<file path="src/rtl/approx_adder_error_monitor_if.sv">
// approx_adder_error_monitor_if: sample stream from an adder under test into the error monitor.
// Signals:
//   in_valid  sample present on in_a/in_b/in_sum (master -> slave)
//   in_ready  monitor can accept a sample          (slave -> master)
//   in_a      operand A                            (master -> slave)
//   in_b      operand B                            (master -> slave)
//   in_sum    approximate N-bit sum                (master -> slave)
interface approx_adder_error_monitor_if #(
    parameter int N = 16
) ();
    logic         in_valid;
    logic         in_ready;
    logic [N-1:0] in_a;
    logic [N-1:0] in_b;
    logic [N-1:0] in_sum;
    modport master (output in_valid, in_a, in_b, in_sum, input in_ready);
    modport slave  (input in_valid, in_a, in_b, in_sum, output in_ready);
endinterface

</file>
<file path="src/rtl/approx_adder_error_monitor.sv">
// approx_adder_error_monitor: windowed error statistics for an approximate adder's output stream.
// Ports:
//   clk, rst_n      clock (rising edge), asynchronous active-low reset
//   start           one-cycle pulse opening a window (accepted in IDLE or DONE only)
//   num_samples     window length, sampled on the accepted start
//   bus             sample stream (slave side of approx_adder_error_monitor_if)
//   busy, done      window in progress / statistics final
//   sample_count    samples accepted in this window
//   err_count       samples with nonzero error distance
//   acc_ed, max_ed  saturating ED sum, largest ED
//   acc_ovf         sticky accumulator saturation flag
//   acc_sq          saturating ED^2 sum (only when SQERR_EN is defined)
// Optional feature macro: SQERR_EN.
module approx_adder_error_monitor #(
    parameter int N     = 16,
    parameter int CNT_W = 32,
    parameter int ACC_W = 48,
    parameter int SQ_W  = 80
) (
    input  logic                      clk,
    input  logic                      rst_n,
    input  logic                      start,
    input  logic [CNT_W-1:0]          num_samples,
    approx_adder_error_monitor_if.slave bus,
    output logic                      busy,
    output logic                      done,
    output logic [CNT_W-1:0]          sample_count,
    output logic [CNT_W-1:0]          err_count,
    output logic [ACC_W-1:0]          acc_ed,
    output logic [N:0]                max_ed,
    output logic                      acc_ovf
`ifdef SQERR_EN
    ,
    output logic [SQ_W-1:0]           acc_sq
`endif
);
    typedef enum logic [1:0] {IDLE, RUN, DRAIN, DONE} state_t;
    state_t           state;
    logic [CNT_W-1:0] target;
    logic             v1, v2;
    logic [N:0]       s1_exact, s1_sum, s2_ed, ed;
    logic [ACC_W:0]   acc_nx;
    logic             xfer, sat;
    assign bus.in_ready = (state == RUN) && (sample_count < target);
    assign xfer         = bus.in_valid && bus.in_ready;
    assign ed           = s1_exact >= s1_sum ? s1_exact - s1_sum : s1_sum - s1_exact;
    // one extra bit catches the carry that signals saturation
    assign acc_nx       = {1'b0, acc_ed} + {{(ACC_W-N){1'b0}}, s2_ed};
`ifdef SQERR_EN
    logic [2*N+1:0] sq;
    logic [SQ_W:0]  sq_nx;
    assign sq    = s2_ed * s2_ed;
    assign sq_nx = {1'b0, acc_sq} + {{(SQ_W-2*N-1){1'b0}}, sq};
    assign sat   = acc_nx[ACC_W] | sq_nx[SQ_W];
`else
    assign sat   = acc_nx[ACC_W];
`endif
    always_ff @(posedge clk or negedge rst_n) begin
        if (!rst_n) begin
            state        <= IDLE;
            target       <= '0;
            v1           <= 1'b0;
            v2           <= 1'b0;
            s1_exact     <= '0;
            s1_sum       <= '0;
            s2_ed        <= '0;
            busy         <= 1'b0;
            done         <= 1'b0;
            sample_count <= '0;
            err_count    <= '0;
            acc_ed       <= '0;
            max_ed       <= '0;
            acc_ovf      <= 1'b0;
`ifdef SQERR_EN
            acc_sq       <= '0;
`endif
        end else begin
            v1 <= xfer;
            v2 <= v1;
            if (xfer) begin
                s1_exact     <= {1'b0, bus.in_a} + {1'b0, bus.in_b};
                s1_sum       <= {1'b0, bus.in_sum};
                sample_count <= sample_count + CNT_W'(1);
            end
            if (v1)
                s2_ed <= ed;
            if (v2) begin
                err_count <= err_count + CNT_W'(s2_ed != '0);
                acc_ed    <= acc_nx[ACC_W] ? '1 : acc_nx[ACC_W-1:0];
                max_ed    <= s2_ed > max_ed ? s2_ed : max_ed;
                acc_ovf   <= acc_ovf | sat;
`ifdef SQERR_EN
                acc_sq    <= sq_nx[SQ_W] ? '1 : sq_nx[SQ_W-1:0];
`endif
            end
            // the pipeline is empty in IDLE/DONE, so these clears never race a stats update
            if ((state == IDLE || state == DONE) && start) begin
                state        <= num_samples == '0 ? DONE : RUN;
                target       <= num_samples;
                busy         <= num_samples != '0;
                done         <= num_samples == '0;
                sample_count <= '0;
                err_count    <= '0;
                acc_ed       <= '0;
                max_ed       <= '0;
                acc_ovf      <= 1'b0;
`ifdef SQERR_EN
                acc_sq       <= '0;
`endif
            end else if (state == RUN && xfer && sample_count + CNT_W'(1) == target) begin
                state <= DRAIN;
            end else if (state == DRAIN && !v1 && !v2) begin
                state <= DONE;
                busy  <= 1'b0;
                done  <= 1'b1;
            end
        end
    end
endmodule

</file>
<file path="src/flat_wrapper.sv">
// flat-port wrapper written by rule: the top's interface ports become plain ports
module approx_adder_error_monitor_flat 
#(
    parameter int N     = 16,
    parameter int CNT_W = 32,
    parameter int ACC_W = 48,
    parameter int SQ_W  = 80
)
  (clk, rst_n, start, num_samples, busy, done, sample_count, err_count, acc_ed, max_ed, acc_ovf, bus_in_valid, bus_in_a, bus_in_b, bus_in_sum, bus_in_ready);
  approx_adder_error_monitor_if #(.N(N)) bus_i ();
  input  logic clk;
  input  logic rst_n;
  input  logic start;
  input  logic [CNT_W-1:0] num_samples;
  output logic busy;
  output logic done;
  output logic [CNT_W-1:0] sample_count;
  output logic [CNT_W-1:0] err_count;
  output logic [ACC_W-1:0] acc_ed;
  output logic [N:0] max_ed;
  output logic acc_ovf;
  input wire logic [$bits(bus_i.in_valid)-1:0] bus_in_valid;
  input wire logic [$bits(bus_i.in_a)-1:0] bus_in_a;
  input wire logic [$bits(bus_i.in_b)-1:0] bus_in_b;
  input wire logic [$bits(bus_i.in_sum)-1:0] bus_in_sum;
  output wire logic [$bits(bus_i.in_ready)-1:0] bus_in_ready;
  assign bus_i.in_valid = bus_in_valid;
  assign bus_i.in_a = bus_in_a;
  assign bus_i.in_b = bus_in_b;
  assign bus_i.in_sum = bus_in_sum;
  assign bus_in_ready = bus_i.in_ready;
  approx_adder_error_monitor #(.N(N), .CNT_W(CNT_W), .ACC_W(ACC_W), .SQ_W(SQ_W)) u_core (.clk(clk), .rst_n(rst_n), .start(start), .num_samples(num_samples), .bus(bus_i), .busy(busy), .done(done), .sample_count(sample_count), .err_count(err_count), .acc_ed(acc_ed), .max_ed(max_ed), .acc_ovf(acc_ovf));
endmodule
</file>
<file path="config.mk">
export PLATFORM = sky130hd
export DESIGN_NAME = approx_adder_error_monitor_flat
export DESIGN_NICKNAME = d
export VERILOG_FILES = /design/src/rtl/approx_adder_error_monitor_if.sv /design/src/rtl/approx_adder_error_monitor.sv /design/src/flat_wrapper.sv
export SDC_FILE = /design/constraint.sdc
export NUM_CORES = 1
export LEC_CHECK = 0
export BUFFER_PORTS_ARGS = -buffer_cell sky130_fd_sc_hd__buf_4
export CORE_MARGIN = 1.5
export CORE_UTILIZATION = 50
export CTS_CLUSTER_DIAMETER = 200
export DETAILED_ROUTE_END_ITERATION = 16
export PLACE_DENSITY = 0.71
export SLEW_MARGIN = 5
export SYNTH_ARGS = -nofsm -noshare
export SYNTH_HDL_FRONTEND = slang
export SYNTH_SLANG_ARGS = --single-unit
</file>
<file path="constraint.sdc">
create_clock -name clk -period 8.4 [get_ports clk]
set_clock_uncertainty 0.05 [all_clocks]
set_input_delay 1.26 -clock clk [delete_from_list [all_inputs] [get_ports clk]]
set_output_delay 1.26 -clock clk [all_outputs]
set_load 0.1 [all_outputs]
</file>
Word level (Yosys, flattened, before mapping):

Cells that the tools add are included.

* flip-flop bits (word level): 218
* output and inout bits: 133
* logic and storage cells: 73

* add/sub/neg operators: 6
* $lt $le $gt $ge: 3
* eq/ne operators: 5
* mux-type cells: 23
* bitwise logic cells: 1
* reductions and logical operators: 21

Operator list (count)
* $mux 48: 3
* $mux 32: 4
* $mux 17: 4
* $add 48x17->49: 1
* $add 32x1->32: 1
* $add 32x1->32 const B: 1
* $eq 32x32->1: 1
* $logic_not 32->1: 1
* $lt 32x32->1: 1
* $reduce_bool 32->1: 1
* $add 16x16->17: 1
* $ge 17x16->1: 1
* $gt 17x17->1: 1
* $reduce_bool 17->1: 1
* $sub 16x17->17: 1
* $sub 17x16->17: 1
* $mux 1: 8
* $mux 2: 4
* $reduce_bool 2->1: 4
* $logic_and 1x1->1: 7
* $eq 2x2->1 const B: 2
* $reduce_and 2->1: 2
* $reduce_bool 3->1: 1
* $eq 2x1->1 const B: 1
* 5 further kinds: 6

Depth between registers and ports, before layout:

Gate-level depths: netlist of run 1.

* depth after elaboration: 7
* gate-level depth with buffers: 14
* gate-level depth less buffers: 12

Worst setup path after synthesis of run 1:

No wires, ideal clock.

* path type: reg-to-output
* from: reg u_core.sample_count[15]
* to: out bus_in_ready
* arrival time: 3.969 ns
* setup slack: 3.121 ns
* stages on the path, launching flop included: 10
* path buffers: 2
* path through: dfrtp_1 ha_1 a2111oi_0 o21ai_0 a21oi_1 o21ai_0 o21a_1 clkbuf_1 buf_1 nor2b_1

* longest elaborated chain between the ends: 2

RTL lines
* from (decl): RTL line approx_adder_error_monitor.sv:27 `output logic [CNT_W-1:0] sample_count,`
* from (signal assigned): RTL line approx_adder_error_monitor.sv:83 `sample_count <= sample_count + CNT_W'(1);`
* $lt 32x32->1: RTL line approx_adder_error_monitor.sv:44 `assign bus.in_ready = (state == RUN) && (sample_count < target);`
* $logic_and 1x1->1: RTL line approx_adder_error_monitor.sv:44
* to (decl): RTL line flat_wrapper.sv:26 `output wire logic [$bits(bus_i.in_ready)-1:0] bus_in_ready;`

Every way passes these cells.

Worst setup path in the final report of run 1:

* from: reg u_core.sample_count[17]
* to: out bus_in_ready

The elaborated chain is that of the path after synthesis.

==> metrics.cfg, run 1 <==
[routing]
drtIter0Drc = 1129
wl_per_cell_um = 17.1
drcViolationCount = 0
vias = 12778
drt-total-wl_um = 38700
viasPerCell = 5.65
antenna_left = 0
drt-pass1-iter-count = 7

[yosys]
yosys-top-cells-area = dfrtp_1 (37%), ha_1 (10%), xnor2_1 (6.0%)
synth_edf_count = 0
syn_avg_cell_area_um2 = 8.75
yosys.area.top_type = dfrtp_1
ys_warn_count = 0
yosysSeqAreaShare = 0.371
yosysUniqueCellTypes = 70
syn_inst = 1678
synthArstFlopShare = 1.00
netlist_area_mm2 = 0.0147
syn-num-nets = 1885
synth_top_cell_area_share = 0.371
ys_ff_latch = 218
yosys_most_used_dff = dfrtp_1

[clock_network]
cts_tree = done
hold_buffers = 0
cts_buffers = 25
h-tree-depth = 1
path_clk_slew_ns = 0.06
cts_sinks = 218
cts_setup_buffers = 0
clk_latency_ns = 0.53
clockBufferDepth = 3
cts_root_buffer = clkbuf_16
post_cts_resized = 0

[die]
die_area_mm2 = 0.0304
floorplan.initialDensity = 0.510
die_height_um = 174
rows = 62
ios = 217
core_area_mm2 = 0.0288
die_w_um = 174

[layout]
final_layout_size_suffix_gt1_frac = 0.160
nets = 2065
final_cell_mix = buf_4 (227), dfrtp_1 (218), nand2_1 (153)
antennaDiodeCount = 0
fin_util = 0.605
syn_to_final_growth_pct = 18.6
layout_commonest_cell = buf_4

[timing]
fin_crit_sh = 0.577
setup_viol = 0
drv_slew = 0
fin_crit_ns = 4.84
fin_tns_setup_ns = 0
grt_setup_unrepaired = no
hold_violations = 0
slew_headroom = 0.344
max_freq_ghz = 0.206
tightest_slew_ns = 0.982

[pwr]
p_leak_nw = 8.01
clkPwrFrac = 0.171
powerDensity_mw_per_mm2 = 373
seqPwrFrac = 0.254
ir_drop_v = 0.000213
switching_share = 0.487
p_sw_mw = 3.16
internal_power_mw = 3.33
combPwrFrac = 0.576

[critical_path]
critPathKind = reg2out
cp-end-kind = output pin
crit_top_cell = a21o_1
cp.required_ns = 7.09
path_cells = ha_1 > a21o_1 > a21o_1 > a21oi_1 > a2111oi_0 > o21a_1 > nor2b_1 > buf_4
cp.arrival_ns = 3.53
crit_path_top_delay_cell = a2111oi_0
crit_fanout = 16
max_stage_delay_ns = 0.80
path_delay_family = compound AO/OA/AOI/OAI gates
crit_buf_inv = 1
startpoint_type = flop

[place]
gp_congestion = 0.930
io_buffers = 216
dp_hpwl_um = 28800

[job]
max_cap_violations = 0

[global_route]
grt_max_degree = 113
grt_pass1_wl_um = 63300
track_usage = 0.253
grt_antenna_before_repair = 0
grt_pass1_vias = 12233
overflow = 0

[min_path]
min_path_type = reg2reg

[run_status]
status = finished, final reports clean

layer usage:
| layer | share of wire | track usage |
|---|---|---|
| met1 | 0.47 | 0.369 |
| met2 | 0.45 | 0.398 |
| met3 | 0.067 | 0.0389 |
| met4 | 0.017 | 0.0492 |
| met5 | 0 | 0 |
metrics by stage:
| step | std cells | setup slack [ns] | hold slack [ns] | area, µm² | power, mW |
|---|---|---|---|---|---|
| floorplan | 1678 | 3.12 | 0.343 | 14700 | 4.50 |
| global placement | 2215 | 4.19 | 0.414 | 16600 | 5.32 |
| detailed placement | 2215 | 4.18 | 0.418 | 16600 | 5.37 |
| CTS | 2261 | 3.62 | 0.433 | 17400 | 6.51 |
| global route | 2261 | 3.40 | 0.444 | 17400 | 7.01 |
| finish | 2261 | 3.56 | 0.432 | 17400 | 6.49 |
worst reg2reg max path, stage by stage, from the launching register on:
cell,delay (ns)
dfrtp_1,0.49
ha_1,0.36
a21o_1,0.12
a21o_1,0.11
a21oi_1,0.12
a2111oi_0,0.80
o21a_1,0.66
or2_2,0.52
inv_1,0.29
buf_4,0.32
nand2_1,0.13
o21ai_0,0.08
power by group through the flow:
| stage | registers [mW] | logic [mW] | clock network, mW |
|---|---|---|---|
| 2_1_floorplan | 2.20 | 2.30 | 0 |
| 3_3_place_gp | 1.65 | 3.66 | 0 |
| 3_5_place_dp | 1.66 | 3.71 | 0 |
| 4_1_cts | 1.65 | 3.73 | 1.13 |
| 5_1_grt | 1.69 | 4.13 | 1.19 |
| 6_report | 1.65 | 3.74 | 1.11 |
registers in the layout, summed over array words and instances, names as in the netlist:
name / cells
u_core.err_count: 32
u_core.state: 2
u_core.max_ed: 17
u_core.s1_exact: 17
u_core.target: 32
u_core.acc_ed: 48
u_core.s1_sum: 16
u_core.acc_ovf: 1
u_core.done: 1
u_core.s2_ed: 17
u_core.v2: 1
u_core.busy: 1
u_core.sample_count: 32
u_core.v1: 1
layout make-up:
type                            count  area, µm²
Fill cell                        2538      11400
Clock buffer                       35        713
Timing Repair Buffer              228       1720
Multi-Input combinational cell   1272       8510
Sequential cell                   218       5460
Inverter                          113        424
Clock inverter                     11        120
Tap cell                          384        480
Yosys cell counts (all sizes together), types with 4 or more instances:
cell / number
a2111oi: 8
a211o: 4
a211oi: 8
a21boi: 4
a21o: 29
a21oi: 82
a31oi: 19
and3: 24
and4: 5
buf: 20
clkbuf: 55
dfrtp: 218
fa: 4
ha: 119
inv: 113
mux2: 10
mux2i: 42
nand2: 153
nand2b: 7
nand3: 72
nand3b: 6
nand4: 36
nor2: 140
nor2b: 8
nor3: 44
nor3b: 7
nor4: 36
o2111ai: 6
o211ai: 9
o21a: 17
o21ai: 150
o21bai: 5
o22ai: 4
o31ai: 5
or2: 6
or3: 11
or4: 13
xnor2: 100
xor2: 52
kinds of logic after synthesis:
| family | Yosys count | synth area share |
|---|---|---|
| buf+inv | 188 | 0.0496 |
| fa+ha+maj | 123 | 0.107 |
| simple gates | 573 | 0.188 |
| compound gates | 372 | 0.157 |
| flops | 218 | 0.371 |
| mux | 52 | 0.0365 |
| xor+xnor | 152 | 0.0906 |
final timing paths:
| path | cells past startpoint | to | start | slack, ns |
|---|---|---|---|---|
| worst min-delay path | 2 | u_core.acc_ovf | u_core.acc_ovf | 0.43 |
| worst min register to register | 2 | u_core.acc_ovf | u_core.acc_ovf | 0.43 |
| max in group asynchronous | 2 | u_core.err_count[31] | rst_n | 6.21 |
| worst max register to register | 11 | u_core.s1_sum[14] | u_core.sample_count[17] | 4.23 |
| min in group asynchronous | 1 | u_core.err_count[10] | rst_n | 0.71 |
| worst max-delay path | 8 | bus_in_ready | u_core.sample_count[17] | 3.56 |
(Power assumes the default switching activity.)
==> run 2, diff against run 1 <==
- clock period: 8.4 -> 4.9 ns (I/O delays scaled with it)
==> metrics.cfg, run 2 (synthesized netlist as in run 1, its figures left out) <==
[run_status]
status = finished, final reports clean  ; unchanged

[die]
floorplan.initialDensity = 0.510  ; unchanged
rows = 62  ; unchanged
die_height_um = 174  ; unchanged
core_area_mm2 = 0.0288  ; unchanged
die_w_um = 174  ; unchanged
ios = 217  ; unchanged
die_area_mm2 = 0.0304  ; unchanged

[clock_network]
cts_tree = done  ; unchanged
cts_buffers = 27  ; was 25
cts_root_buffer = clkbuf_16  ; unchanged
path_clk_slew_ns = 0.06  ; about the same
clk_latency_ns = 0.53  ; about the same
h-tree-depth = 1  ; unchanged
cts_sinks = 218  ; unchanged
post_cts_resized = 0  ; unchanged
clockBufferDepth = 3  ; unchanged
hold_buffers = 0  ; unchanged
cts_setup_buffers = 0  ; unchanged

[layout]
final_layout_size_suffix_gt1_frac = 0.163  ; was 0.160
largest_register = u_core.acc_ed  ; unchanged
largest_register_ffs = 48  ; unchanged
fin_cells = 2267  ; was 2261
layout_commonest_cell = buf_4  ; unchanged
fin_util = 0.612  ; was 0.605
nets = 2070  ; was 2065
antennaDiodeCount = 0  ; unchanged
final_cell_mix = buf_4 (229), dfrtp_1 (218), nand2_1 (153)  ; was buf_4 (227), dfrtp_1 (218), nand2_1 (153)
num-fill-cells = 2551  ; was 2538
syn_to_final_growth_pct = 19.8  ; was 18.6%

[place]
dp_slack_ns = 1.28  ; was 4.18 ns
dp_hpwl_um = 29100  ; was 28800 µm
io_buffers = 216  ; unchanged
gp_congestion = 0.887  ; was 0.930
dp.cells = 2218  ; was 2215

[timing]
drv_slew = 0  ; unchanged
tightest_slew_ns = 0.941  ; was 0.982 ns
max_freq_ghz = 0.254
finalWorstSetupSlack_ns = 0.958  ; was 3.56 ns
fin_tns_setup_ns = 0  ; unchanged
slew_headroom = 0.356  ; was 0.344
hold_violations = 0  ; unchanged
whs_ns = 0.199  ; was 0.432 ns
fin_crit_sh = 0.805
fin_crit_ns = 3.94
grt_setup_unrepaired = no  ; unchanged
setup_viol = 0  ; unchanged

[critical_path]
crit_start = u_core.sample_count[15]  ; was u_core.sample_count[17]
crit_fanout = 14  ; was 16
rrSetupSlack_ns = 1.25  ; was 4.23 ns
cp-end-kind = output pin  ; unchanged
rr_endpoint = u_core.acc_ed[42]  ; was u_core.s1_sum[14]
r2r_start = u_core.s2_ed[0]  ; was u_core.sample_count[17]
endpoint = bus_in_ready  ; unchanged
path_delay_family = compound AO/OA/AOI/OAI gates  ; unchanged
critPathKind = reg2out  ; unchanged
r2r_cells = 11  ; unchanged
crit_path_top_delay_cell = dfrtp_1  ; was a2111oi_0
path_cells = ha_1 > a2111oi_0 > o21ai_0 > a21oi_1 > o21ai_0 > o21a_1 > buf_4 > nor2b_1 > buf_4  ; was ha_1 > a21o_1 > a21o_1 > a21oi_1 > a2111oi_0 > o21a_1 > nor2b_1 > buf_4
cp.required_ns = 4.12  ; was 7.09 ns
cp.depth = 9  ; was 8
startpoint_type = flop  ; unchanged
crit_buf_inv = 2  ; was 1
cp.arrival_ns = 3.16  ; was 3.53 ns
max_stage_delay_ns = 0.51  ; was 0.80 ns

[routing]
drcViolationCount = 0  ; unchanged
antenna_left = 0  ; unchanged
drtIter0Drc = 1116  ; was 1129
wl_per_cell_um = 17.3  ; was 17.1 µm
drt-pass1-iter-count = 5  ; was 7
viasPerCell = 5.68  ; was 5.65
drt-total-wl_um = 39200  ; was 38700 µm
vias = 12866  ; was 12778

[global_route]
overflow = 0  ; unchanged
grt_pass1_wl_um = 64200  ; was 63300 µm
grt_pass1_vias = 12567  ; was 12233
grt_antenna_before_repair = 0  ; unchanged
grt_max_degree = 116  ; was 113
track_usage = 0.255  ; was 0.253

[pwr]
p_leak_nw = 8.10  ; was 8.01 nW
powerDensity_mw_per_mm2 = 653  ; was 373 mW/mm²
ir_drop_v = 0.000373  ; was 0.000213 V

[min_path]
min_path_type = in2async  ; was reg2reg

[job]
max_cap_violations = 0  ; unchanged

run 2: final cells by class:
cell class              count  area, µm²  share of cell area
clock buffers              33        708              0.0402
clock inverters            16        265              0.0151
inverters                 113        424              0.0241
multi-input cells        1272       8510               0.484
flip-flops and latches    218       5460               0.310
well taps                 384        480              0.0273
repair buffers            231       1750              0.0997
run 2: how the worst min path moves through the flow:
| stage | endpoint | slack [ns] | cells after the start |
|---|---|---|---|
| after detailed placement | u_core.acc_ovf | 0.42 | 2 |
| after global placement | u_core.acc_ovf | 0.42 | 2 |
| final | u_core.sample_count[20] | 0.20 | 1 |
| after CTS | u_core.sample_count[20] | 0.26 | 1 |
| after global routing | u_core.sample_count[20] | 0.30 | 1 |
| after floorplan | u_core.v2 | 0.34 | 0 |
run 2: power breakdown:
part	switching, mW	internal (mW)	total, mW
clock	0.793	1.39	2.19
sequential	0.536	2.31	2.85
combinational	4.17	2.30	6.47
run 2: through the flow:
| step | total power, mW | cell area [µm²] |
|---|---|---|
| 2_1_floorplan | 7.72 | 14700 |
| 4_1_cts | 11.5 | 17600 |
| 3_5_place_dp | 9.26 | 16600 |
| 3_3_place_gp | 9.16 | 16600 |
| 6_report | 11.5 | 17600 |
| 5_1_grt | 12.3 | 17600 |
run 2: metal layers:
metal | share of wire | global-route usage
met1 | 0.46 | 0.363
met3 | 0.070 | 0.0435
met5 | 0 | 0
met2 | 0.45 | 0.409
met4 | 0.017 | 0.0521
==> run 3, diff against run 2 <==
- PLACE_DENSITY: 0.71 -> 0.74
- clock period: 4.9 -> 3.18 ns (I/O delays scaled with it)
==> metrics.cfg, run 3 (synthesized netlist as in run 1, its figures left out) <==
[layout]
syn_to_final_growth_pct = 25.7  ; was 19.8%
nets = 2139  ; was 2070
largest_register_ffs = 48  ; unchanged
layout_commonest_cell = buf_4  ; unchanged
final_cell_mix = buf_4 (291), dfrtp_1 (170), nand2_1 (153)  ; was buf_4 (229), dfrtp_1 (218), nand2_1 (153)
num-fill-cells = 2409  ; was 2551
final_layout_size_suffix_gt1_frac = 0.235  ; was 0.163
largest_register = u_core.acc_ed  ; unchanged
antennaDiodeCount = 0  ; unchanged

[timing]
grt_setup_unrepaired = yes  ; was no
max_freq_ghz = 0.322
finalWorstSetupSlack_ns = 0.0732  ; was 0.958 ns
fin_crit_sh = 0.977
hold_violations = 0  ; unchanged
fin_crit_ns = 3.11
setup_viol = 0  ; unchanged
slew_headroom = 0.336  ; was 0.356
fin_tns_setup_ns = 0  ; unchanged
drv_slew = 0  ; unchanged
tightest_slew_ns = 0.996  ; was 0.941 ns
whs_ns = 0.100  ; was 0.199 ns

[routing]
drt-pass1-iter-count = 5  ; unchanged
drcViolationCount = 0  ; unchanged
antenna_left = 0  ; unchanged
wl_per_cell_um = 17.0  ; was 17.3 µm
viasPerCell = 5.73  ; was 5.68
drt-total-wl_um = 39600  ; was 39200 µm
drtIter0Drc = 1116  ; unchanged
vias = 13389  ; was 12866

[critical_path]
crit_top_cell = a21o_1
startpoint_type = flop  ; unchanged
cp-end-kind = output pin  ; unchanged
cp.arrival_ns = 2.58  ; was 3.16 ns
rr_endpoint = u_core.acc_ed[17]  ; was u_core.acc_ed[42]
r2r_cells = 10  ; was 11
crit_fanout = 3  ; was 14
path_cells = inv_2 > ha_4 > a21o_1 > a21o_1 > a21oi_4 > buf_6 > o21ai_1 > o21a_2 > nor2b_4 > buf_12  ; was ha_1 > a2111oi_0 > o21ai_0 > a21oi_1 > o21ai_0 > o21a_1 > buf_4 > nor2b_1 > buf_4
max_stage_delay_ns = 0.42  ; was 0.51 ns
crit_path_top_delay_cell = dfrtp_1  ; unchanged
crit_buf_inv = 3  ; was 2
critPathKind = reg2out  ; unchanged
path_delay_family = compound AO/OA/AOI/OAI gates  ; unchanged
r2r_start = u_core.acc_ed[4]  ; was u_core.s2_ed[0]
cp.required_ns = 2.65  ; was 4.12 ns
rrSetupSlack_ns = 0.09  ; was 1.25 ns

[pwr]
powerDensity_mw_per_mm2 = 996  ; was 653 mW/mm²
ir_drop_v = 0.000558  ; was 0.000373 V
p_leak_nw = 8.38  ; was 8.10 nW
p_total_mw = 18.4  ; was 11.5 mW

[die]
die_w_um = 174  ; unchanged
die_area_mm2 = 0.0304  ; unchanged
floorplan.initialDensity = 0.510  ; unchanged
ios = 217  ; unchanged
die_height_um = 174  ; unchanged
core_area_mm2 = 0.0288  ; unchanged
rows = 62  ; unchanged

[run_status]
status = finished, final reports clean  ; unchanged

[min_path]
min_path_cells = 3
worstHoldStart = bus_in_sum[14]
min_path_type = in2reg  ; was in2async
min_to = u_core.s1_sum[14]

[clock_network]
cts_sinks = 218  ; unchanged
h-tree-depth = 1  ; unchanged
cts_tree = done  ; unchanged
clk_latency_ns = 0.53  ; about the same
path_clk_slew_ns = 0.07  ; was 0.06 ns
cts_root_buffer = clkbuf_16  ; unchanged
cts_buffers = 26  ; was 27
clockBufferDepth = 3  ; unchanged

[global_route]
overflow = 0  ; unchanged
grt_pass1_wl_um = 64800  ; was 64200 µm
grt_max_degree = 105  ; was 116
grt_antenna_before_repair = 0  ; unchanged
track_usage = 0.256  ; was 0.255
grt_pass1_vias = 12922  ; was 12567

[place]
dp_hpwl_um = 29200  ; was 29100 µm
dp_slack_ns = 0.00208  ; was 1.28 ns
io_buffers = 216  ; unchanged
gp_congestion = 0.900  ; was 0.887

[job]
max_cap_violations = 0  ; unchanged

[run 3: what timing repair did]
item | in CTS | in global routing
pin swaps | 3 | 14
endpoints found under the hold margin | 23 | 0
hold buffers | 1 | 0
setup buffers | 1 | 8
setup endpoints to repair | 3 | 48
resized for setup | 13 | 27
cloned | 0 | 1
[run 3: how the worst max path moves through the flow]
stage | startpoint | endpoint | slack, ns | cells past startpoint
floorplan | u_core.sample_count[29] | bus_in_ready | -0.11 | 7
global placement | u_core.acc_ed[0] | u_core.acc_ed[44] | 0.02 | 12
detailed placement | u_core.acc_ed[0] | u_core.acc_ed[44] | 0.002 | 12
CTS | u_core.acc_ed[0] | u_core.acc_ed[22] | -0.001 | 11
global route | u_core.acc_ed[4] | u_core.acc_ed[17] | -0.04 | 10
finish | u_core.target[17] | bus_in_ready | 0.07 | 10
[run 3: routing by layer]
layer	track usage	part of all wire
met5	0	0
met4	0.0571	0.020
met3	0.0322	0.062
met2	0.429	0.47
met1	0.354	0.45
[run 3: final cells by class]
class                           instances  area [µm²]  share of cell area
Clock buffer                           36         759              0.0411
Clock inverter                         12        93.8             0.00508
Inverter                              113         424              0.0230
Multi-Input combinational cell       1273        8840               0.478
Sequential cell                       218        5540               0.300
Tap cell                              384         480              0.0260
Timing Repair Buffer                  300        2330               0.126
[run 3: worst register-to-register path: cells and delay by family (launching register included)]
family	cells	cell delay (ns)
simple gates	3	1.06
compound gates	5	0.94
flops	1	0.42
fa+ha+maj	1	0.35
buf+inv	1	0.15
[run 3: power by group]
part,internal [mW],switching (mW),leakage (nW),total (mW)
logic,4.28,6.76,5.22,11.0
clock network,1.75,1.19,0.423,2.94
registers,3.60,0.813,2.73,4.41
[run 3: per-stage QoR]
step           cells  utilization  cell area, µm²
2_1_floorplan   1678            -           14900
3_3_place_gp    2279        0.602           17300
3_5_place_dp    2279        0.602           17300
4_1_cts         2328        0.634           18200
5_1_grt         2336        0.642           18500
6_report        2336        0.642           18500
